$ cat config.mk
export PLATFORM = sky130hd
export DESIGN_NAME = mux_scan_sampler
export DESIGN_NICKNAME = d
export VERILOG_FILES = /design/src/rtl/mux_pkg.sv /design/src/rtl/mux_scan_sampler.sv
export SDC_FILE = /design/constraint.sdc
export NUM_CORES = 1
export LEC_CHECK = 0
export BUFFER_PORTS_ARGS = -buffer_cell sky130_fd_sc_hd__buf_2
export CORE_UTILIZATION = 45
export CTS_BUF_LIST = sky130_fd_sc_hd__clkbuf_16
export CTS_CLUSTER_DIAMETER = 40
export CTS_CLUSTER_SIZE = 25
export DETAILED_ROUTE_END_ITERATION = 12
export HOLD_SLACK_MARGIN = 0.15
export PLACE_DENSITY_LB_ADDON = 0.25
export SLEW_MARGIN = 40
export SYNTH_ARGS = -nofsm -noshare
export SYNTH_HDL_FRONTEND = slang
export SYNTH_SLANG_ARGS = --single-unit
$ cat constraint.sdc
create_clock -name clk -period 4.1 [get_ports clk]
set_input_delay 0.205 -clock clk [delete_from_list [all_inputs] [get_ports clk]]
set_output_delay 0.205 -clock clk [all_outputs]
set_load 0.1 [all_outputs]
$ cat src/rtl/mux_pkg.sv
// Shared types and helpers for the multiplexed-input scan sampler.
package mux_pkg;

  localparam int unsigned N_CH  = 4;
  localparam int unsigned SEL_W = 2;
  localparam int unsigned CNT_W = 4;

  typedef enum logic [1:0] {
    IDLE,
    SETTLE,
    SAMPLE,
    HOLD
  } state_e;

  typedef struct packed {
    logic             found;
    logic [SEL_W-1:0] idx;
  } next_ch_t;

  // Lowest enabled channel strictly above 'from'; pass -1 to get the lowest overall.
  function automatic next_ch_t next_enabled(input logic [N_CH-1:0] mask, input int from);
    next_ch_t res;
    res = '0;
    for (int i = int'(N_CH) - 1; i >= 0; i--) begin
      if (mask[i] && (i > from)) begin
        res.found = 1'b1;
        res.idx   = SEL_W'(i);
      end
    end
    return res;
  endfunction

endpackage

$ cat src/rtl/mux_scan_sampler.sv
// Steps an external 4:1 mux through the enabled channels, lets each select settle,
// samples the returned bit and presents the assembled word with a valid/ready handshake.
module mux_scan_sampler #(
  parameter int unsigned SETTLE_CYCLES = 1,
  parameter int unsigned N_CH          = 4
) (
  input  logic                      clk,
  input  logic                      rst_n,
  input  logic                      start,
  input  logic                      continuous,
  input  logic [N_CH-1:0]           mask,
  output logic [mux_pkg::SEL_W-1:0] mux_sel,
  input  logic                      mux_y,
  output logic [N_CH-1:0]           data,
  output logic                      data_valid,
  input  logic                      data_ready,
  output logic                      busy
);

  import mux_pkg::SEL_W;
  import mux_pkg::CNT_W;
  import mux_pkg::state_e;
  import mux_pkg::IDLE;
  import mux_pkg::SETTLE;
  import mux_pkg::SAMPLE;
  import mux_pkg::HOLD;
  import mux_pkg::next_ch_t;
  import mux_pkg::next_enabled;

  localparam logic [CNT_W-1:0] RELOAD = CNT_W'(SETTLE_CYCLES - 1);

  state_e            state_q, state_d;
  logic [SEL_W-1:0]  sel_q, sel_d;
  logic [CNT_W-1:0]  cnt_q, cnt_d;
  logic [N_CH-1:0]   shadow_q, shadow_d;
  logic [N_CH-1:0]   mask_q, mask_d;
  logic [N_CH-1:0]   data_q, data_d;
  logic              valid_q, valid_d;
  logic              busy_q, busy_d;

  next_ch_t          first_ch;
  next_ch_t          restart_ch;
  next_ch_t          step_ch;

  always_comb begin
    state_d  = state_q;
    sel_d    = sel_q;
    cnt_d    = cnt_q;
    shadow_d = shadow_q;
    mask_d   = mask_q;
    data_d   = data_q;
    valid_d  = valid_q;

    first_ch   = next_enabled(mask, -1);
    restart_ch = next_enabled(mask_q, -1);
    step_ch    = next_enabled(mask_q, int'(sel_q));

    case (state_q)
      IDLE: begin
        // found is only set when the incoming mask has at least one enabled channel
        if (start && first_ch.found) begin
          mask_d   = mask;
          sel_d    = first_ch.idx;
          cnt_d    = RELOAD;
          shadow_d = '0;
          state_d  = SETTLE;
        end
      end
      SETTLE: begin
        if (cnt_q == '0) begin
          state_d = SAMPLE;
        end else begin
          cnt_d = cnt_q - 1'b1;
        end
      end
      SAMPLE: begin
        shadow_d[sel_q] = mux_y;
        if (step_ch.found) begin
          sel_d   = step_ch.idx;
          cnt_d   = RELOAD;
          state_d = SETTLE;
        end else begin
          data_d  = shadow_d;
          valid_d = 1'b1;
          state_d = HOLD;
        end
      end
      HOLD: begin
        if (valid_q && data_ready) begin
          valid_d = 1'b0;
          if (continuous && restart_ch.found) begin
            sel_d    = restart_ch.idx;
            cnt_d    = RELOAD;
            shadow_d = '0;
            state_d  = SETTLE;
          end else begin
            state_d = IDLE;
          end
        end
      end
      default: state_d = IDLE;
    endcase

    busy_d = (state_d != IDLE);
  end

  always_ff @(posedge clk or negedge rst_n) begin
    if (!rst_n) begin
      state_q  <= IDLE;
      sel_q    <= '0;
      cnt_q    <= '0;
      shadow_q <= '0;
      mask_q   <= '0;
      data_q   <= '0;
      valid_q  <= 1'b0;
      busy_q   <= 1'b0;
    end else begin
      state_q  <= state_d;
      sel_q    <= sel_d;
      cnt_q    <= cnt_d;
      shadow_q <= shadow_d;
      mask_q   <= mask_d;
      data_q   <= data_d;
      valid_q  <= valid_d;
      busy_q   <= busy_d;
    end
  end

  assign mux_sel    = sel_q;
  assign data       = data_q;
  assign data_valid = valid_q;
  assign busy       = busy_q;

endmodule

==> summary.log <==
INFO  status         run_status=completed
INFO  global_route   initial_antenna_violation_count=0
INFO  worst_setup_path cell_chain_of_the_critical_path=inv_1, ha_1, nor4b_1, a22oi_1, nand3_1, a21oi_1, o22ai_1
INFO  placed_design  gp_weighted_congestion=0.840
INFO  timing         final_max_slew_viol_count=0
INFO  placed_design  buffer_ports.inserted=17
INFO  pwr            leakagePower=0.661nW
INFO  cts            root_buffer=sky130_fd_sc_hd__clkbuf_16
INFO  timing         final-hold-violation-count=0
INFO  cts            worstSkewPairLatency=0.26ns
INFO  global_route   total_overflow_reported_by_the_global_router=0
INFO  worst_setup_path sum_of_buffers_and_inverters_on_the_critical_path=1
INFO  routing        firstDrtPassIters=4
INFO  logic_synthesis main_combinational_cell_family_by_area_after_synthesis=compound AO/OA/AOI/OAI gates
INFO  logic_synthesis synth.distinct_cells=36
INFO  worst_setup_path worst_path_largest_cell_delay=0.49ns
INFO  routing        number_of_vias_per_cell=5.84
INFO  floorplanning  die_width=54.2um
INFO  finish         antenna_cells=0
INFO  cts            inserted_clock_buffers=3
INFO  min_path       holdCritPathClass=primary input to register
INFO  timing         report.final.setup_viol=0
INFO  timing         slew-limit-headroom=55.1%
INFO  routing        detail_route.wl_per_cell=15.6um
INFO  logic_synthesis synth.mux.area_fraction=6.01%
INFO  routing        wl=2750um
INFO  finish         layout.filler_cells=222
INFO  floorplanning  y_dimension_of_the_die=54.2um
INFO  logic_synthesis synth_edf_count=0
INFO  pwr            finalPower=1.37mW
INFO  timing         fmax=544MHz
INFO  placed_design  place_hpwl=1990um
INFO  timing         grt_setup_unrepaired=false
INFO  floorplanning  placementRows=18
INFO  logic_synthesis yosys_top_cell_area_share=44.9%
INFO  pwr            vdd_drop_max=0.676mV
INFO  worst_setup_path timing.critical_path.from_type=register
INFO  cts            tritoncts_num_sinks=22
INFO  global_route   grt_util_all_layers=21.8%
INFO  min_path       hold_crit_start=start
INFO  floorplanning  io_pins=18
INFO  logic_synthesis basic_gate_share_of_the_synthesized_area_counting_and_or_nand_and_nor_cells=15.7%
INFO  logic_synthesis synthesis.yosys.warnings=0
INFO  floorplanning  initial_utilization=48.7%
INFO  worst_setup_path critPathTopFamily=simple AND/OR/NAND/NOR gates
INFO  routing        number_of_vias_in_the_routed_layout=1034
INFO  logic_synthesis synth_compound_gate_area_share=26.8%
INFO  worst_setup_path rr_startpoint=cnt_q[0]$_DFFE_PN0P_
INFO  timing         final.min_clock_period=1.84ns
INFO  routing        detail-route-antenna-nets=0
INFO  timing         tightest_slew=0.670ns
INFO  global_route   vias_in_the_first_global_route=945
INFO  cts            cts_max_level=1
INFO  logic_synthesis ys_async_sr_fraction=100%
INFO  timing         fin_skew=0.00166ns
INFO  floorplanning  design.core.area=0.00252sqmm
INFO  cts            cts.clk_slew.worst_paths=0.06ns
INFO  logic_synthesis synthesis.area=0.00123sqmm
INFO  cts            post_cts_resized=0
INFO  pwr            power-per-cell-area=952mW/mm^2
INFO  worst_setup_path cp_slowest_cell=sky130_fd_sc_hd__nor4b_1
INFO  worst_setup_path worst-path-stages=7
INFO  worst_setup_path r2r_cells=7
INFO  finish         nets=160
INFO  global_route   grt_first_pass_wirelength=4400um
INFO  logic_synthesis post-synth-top-count-cell=sky130_fd_sc_hd__dfrtp_1
INFO  worst_setup_path cp-end-kind=register
INFO  global_route   pin_count_of_the_biggest_net_entering_global_routing=23
INFO  cts            max-clock-path-buffers=2
INFO  worst_setup_path setup.worst_path.start=cnt_q[0]$_DFFE_PN0P_
INFO  worst_setup_path cp_data_arrival_time=2.02ns
INFO  logic_synthesis ys_dominant_reg_cell=sky130_fd_sc_hd__dfrtp_1
INFO  floorplanning  die-area=0.00294sqmm
INFO  worst_setup_path worst-setup-path-type=register to register
INFO  worst_setup_path worstPathRequired=4.28ns
INFO  cts            count_of_buffers_added_by_post_cts_timing_repair_for_setup=0
INFO  logic_synthesis post_synth_xor_area_fraction=0%
INFO  logic_synthesis ys_top_cells_by_area=sky130_fd_sc_hd__dfrtp_1 45%, sky130_fd_sc_hd__o21ai_0 6.5%, sky130_fd_sc_hd__a21oi_1 4.9%
INFO  logic_synthesis synth_commonest_cells=22 x sky130_fd_sc_hd__dfrtp_1, 16 x sky130_fd_sc_hd__o21ai_0, 14 x sky130_fd_sc_hd__nand2_1
INFO  logic_synthesis postSynthAreaPerCell=9.51squm
INFO  finish         area.growth.synth_to_final=17.5%
INFO  logic_synthesis yosys.area.top_type=sky130_fd_sc_hd__dfrtp_1
INFO  finish         drive_gt1_share=21.1%
INFO  min_path       min_path_cells=3
INFO  logic_synthesis syn-instance-count=129
INFO  timing         setup-tns-final=0ns
INFO  logic_synthesis proportion_of_synthesized_chip_area_in_sequential_cells=44.9%
INFO  logic_synthesis synth.ff_latch_count=22
INFO  worst_setup_path timing.critical_path.fanout_max=4
INFO  routing        route.detailed.drc=0
INFO  cts            tritoncts=yes
INFO  logic_synthesis synth_adder_area_share=2.04%
INFO  flow_run       maxCapViolCount=0
INFO  logic_synthesis synth_nets=141
INFO  routing        drt_first_iter_violations=24
INFO  timing         final_min_period_over_clock_period=44.8%
==> layer usage <==
metal	GRT usage, %	part of all wire [%]	vias to the layer above
met1	26.9	44	505
met3	4.44	3.2	5
met4	9.83	1.5	0
li1	-	-	504
met5	0	0	-
met2	36.4	51	20
==> stage by stage <==
stage / util (%) / std cells / hold slack (ns) / setup slack [ns] / instance area [sq um]
6_report: 57.2 / 177 / 0.255 / 2.26 / 1440
5_1_grt: 57.2 / 177 / 0.274 / 2.10 / 1440
4_1_cts: 57.2 / 177 / 0.251 / 2.27 / 1440
3_5_place_dp: 52.6 / 172 / 0.206 / 2.29 / 1330
3_3_place_gp: 52.6 / 172 / 0.204 / 2.11 / 1330
2_1_floorplan: - / 129 / -0.0906 / 2.02 / 1230
==> cell type report <==
cell class              count  area, sq um  share of cell area [%]
clock inverters             1         30.0                    2.08
clock buffers               3         75.1                    5.20
well taps                  30         37.5                    2.60
flip-flops and latches     22          551                    38.2
multi-input cells          94          621                    43.0
inverters                   9         33.8                    2.34
repair buffers             18         95.1                    6.59
==> path summary, 6_finish.rpt <==
path                                         endpoint  slack [ns]
worst max-delay path             cnt_q[3]$_DFFE_PN0P_        2.26
worst min-delay path             state_q[0]$_DFF_PN0_        0.25
worst max register to register   cnt_q[3]$_DFFE_PN0P_        2.26
worst min register to register    data[1]$_DFFE_PN0P_        0.48
max in group asynchronous         data[2]$_DFFE_PN0P_        3.30
min in group asynchronous       mask_q[3]$_DFFE_PN0P_        0.45
==> cell families after synthesis <==
kind of cell / after synthesis
buf+inv: 13
flops: 22
simple gates: 39
fa+ha+maj: 2
compound gates: 46
mux: 7
==> power breakdown <==
group          internal (mW)  switching [mW]  total (mW)
Clock                  0.194          0.0823       0.276
Sequential             0.314           0.123       0.437
Combinational          0.195           0.466       0.660
Total                  0.703           0.671        1.37
==> registers in the layout (all words and copies together) (netlist names) <==
name and cells:
mux_sel 2, cnt_q 4, data 4, state_q 2, data_valid 1, mask_q 4
busy 1, shadow_q 4
==> cells in the final DEF, fill, tap and decap left out, types with 3 or more instances in the layout <==
| cell type | Yosys | routed |
|---|---|---|
| sky130_fd_sc_hd__dfrtp_1 | 22 | 22 |
| sky130_fd_sc_hd__o21ai_0 | 16 | 15 |
| sky130_fd_sc_hd__o22ai_1 | 3 | 3 |
| sky130_fd_sc_hd__clkbuf_16 | 0 | 3 |
| sky130_fd_sc_hd__mux2i_1 | 4 | 4 |
| sky130_fd_sc_hd__buf_2 | 3 | 17 |
| sky130_fd_sc_hd__nand2_1 | 14 | 14 |
| sky130_fd_sc_hd__a21oi_1 | 12 | 12 |
| sky130_fd_sc_hd__inv_1 | 9 | 9 |
| sky130_fd_sc_hd__nand2b_1 | 4 | 4 |
| sky130_fd_sc_hd__mux2_2 | 3 | 3 |
| sky130_fd_sc_hd__nor2_1 | 5 | 5 |
| sky130_fd_sc_hd__nand3_1 | 4 | 4 |
| sky130_fd_sc_hd__nor3_1 | 3 | 3 |
==> worst reg2reg max path, stage by stage (launching register included) <==
cell                      delay, ns
sky130_fd_sc_hd__dfrtp_1       0.40
sky130_fd_sc_hd__inv_1         0.09
sky130_fd_sc_hd__ha_1          0.16
sky130_fd_sc_hd__nor4b_1       0.49
sky130_fd_sc_hd__a22oi_1       0.22
sky130_fd_sc_hd__nand3_1       0.19
sky130_fd_sc_hd__a21oi_1       0.09
sky130_fd_sc_hd__o22ai_1       0.12
==> repair_timing <==
| item | in CTS | in global routing |
|---|---|---|
| setup endpoints to repair | 0 | 0 |
| hold endpoints to repair | 22 | 0 |
| hold buffers | 1 | 0 |
No activity file was read; power rests on OpenSTA's default activity.
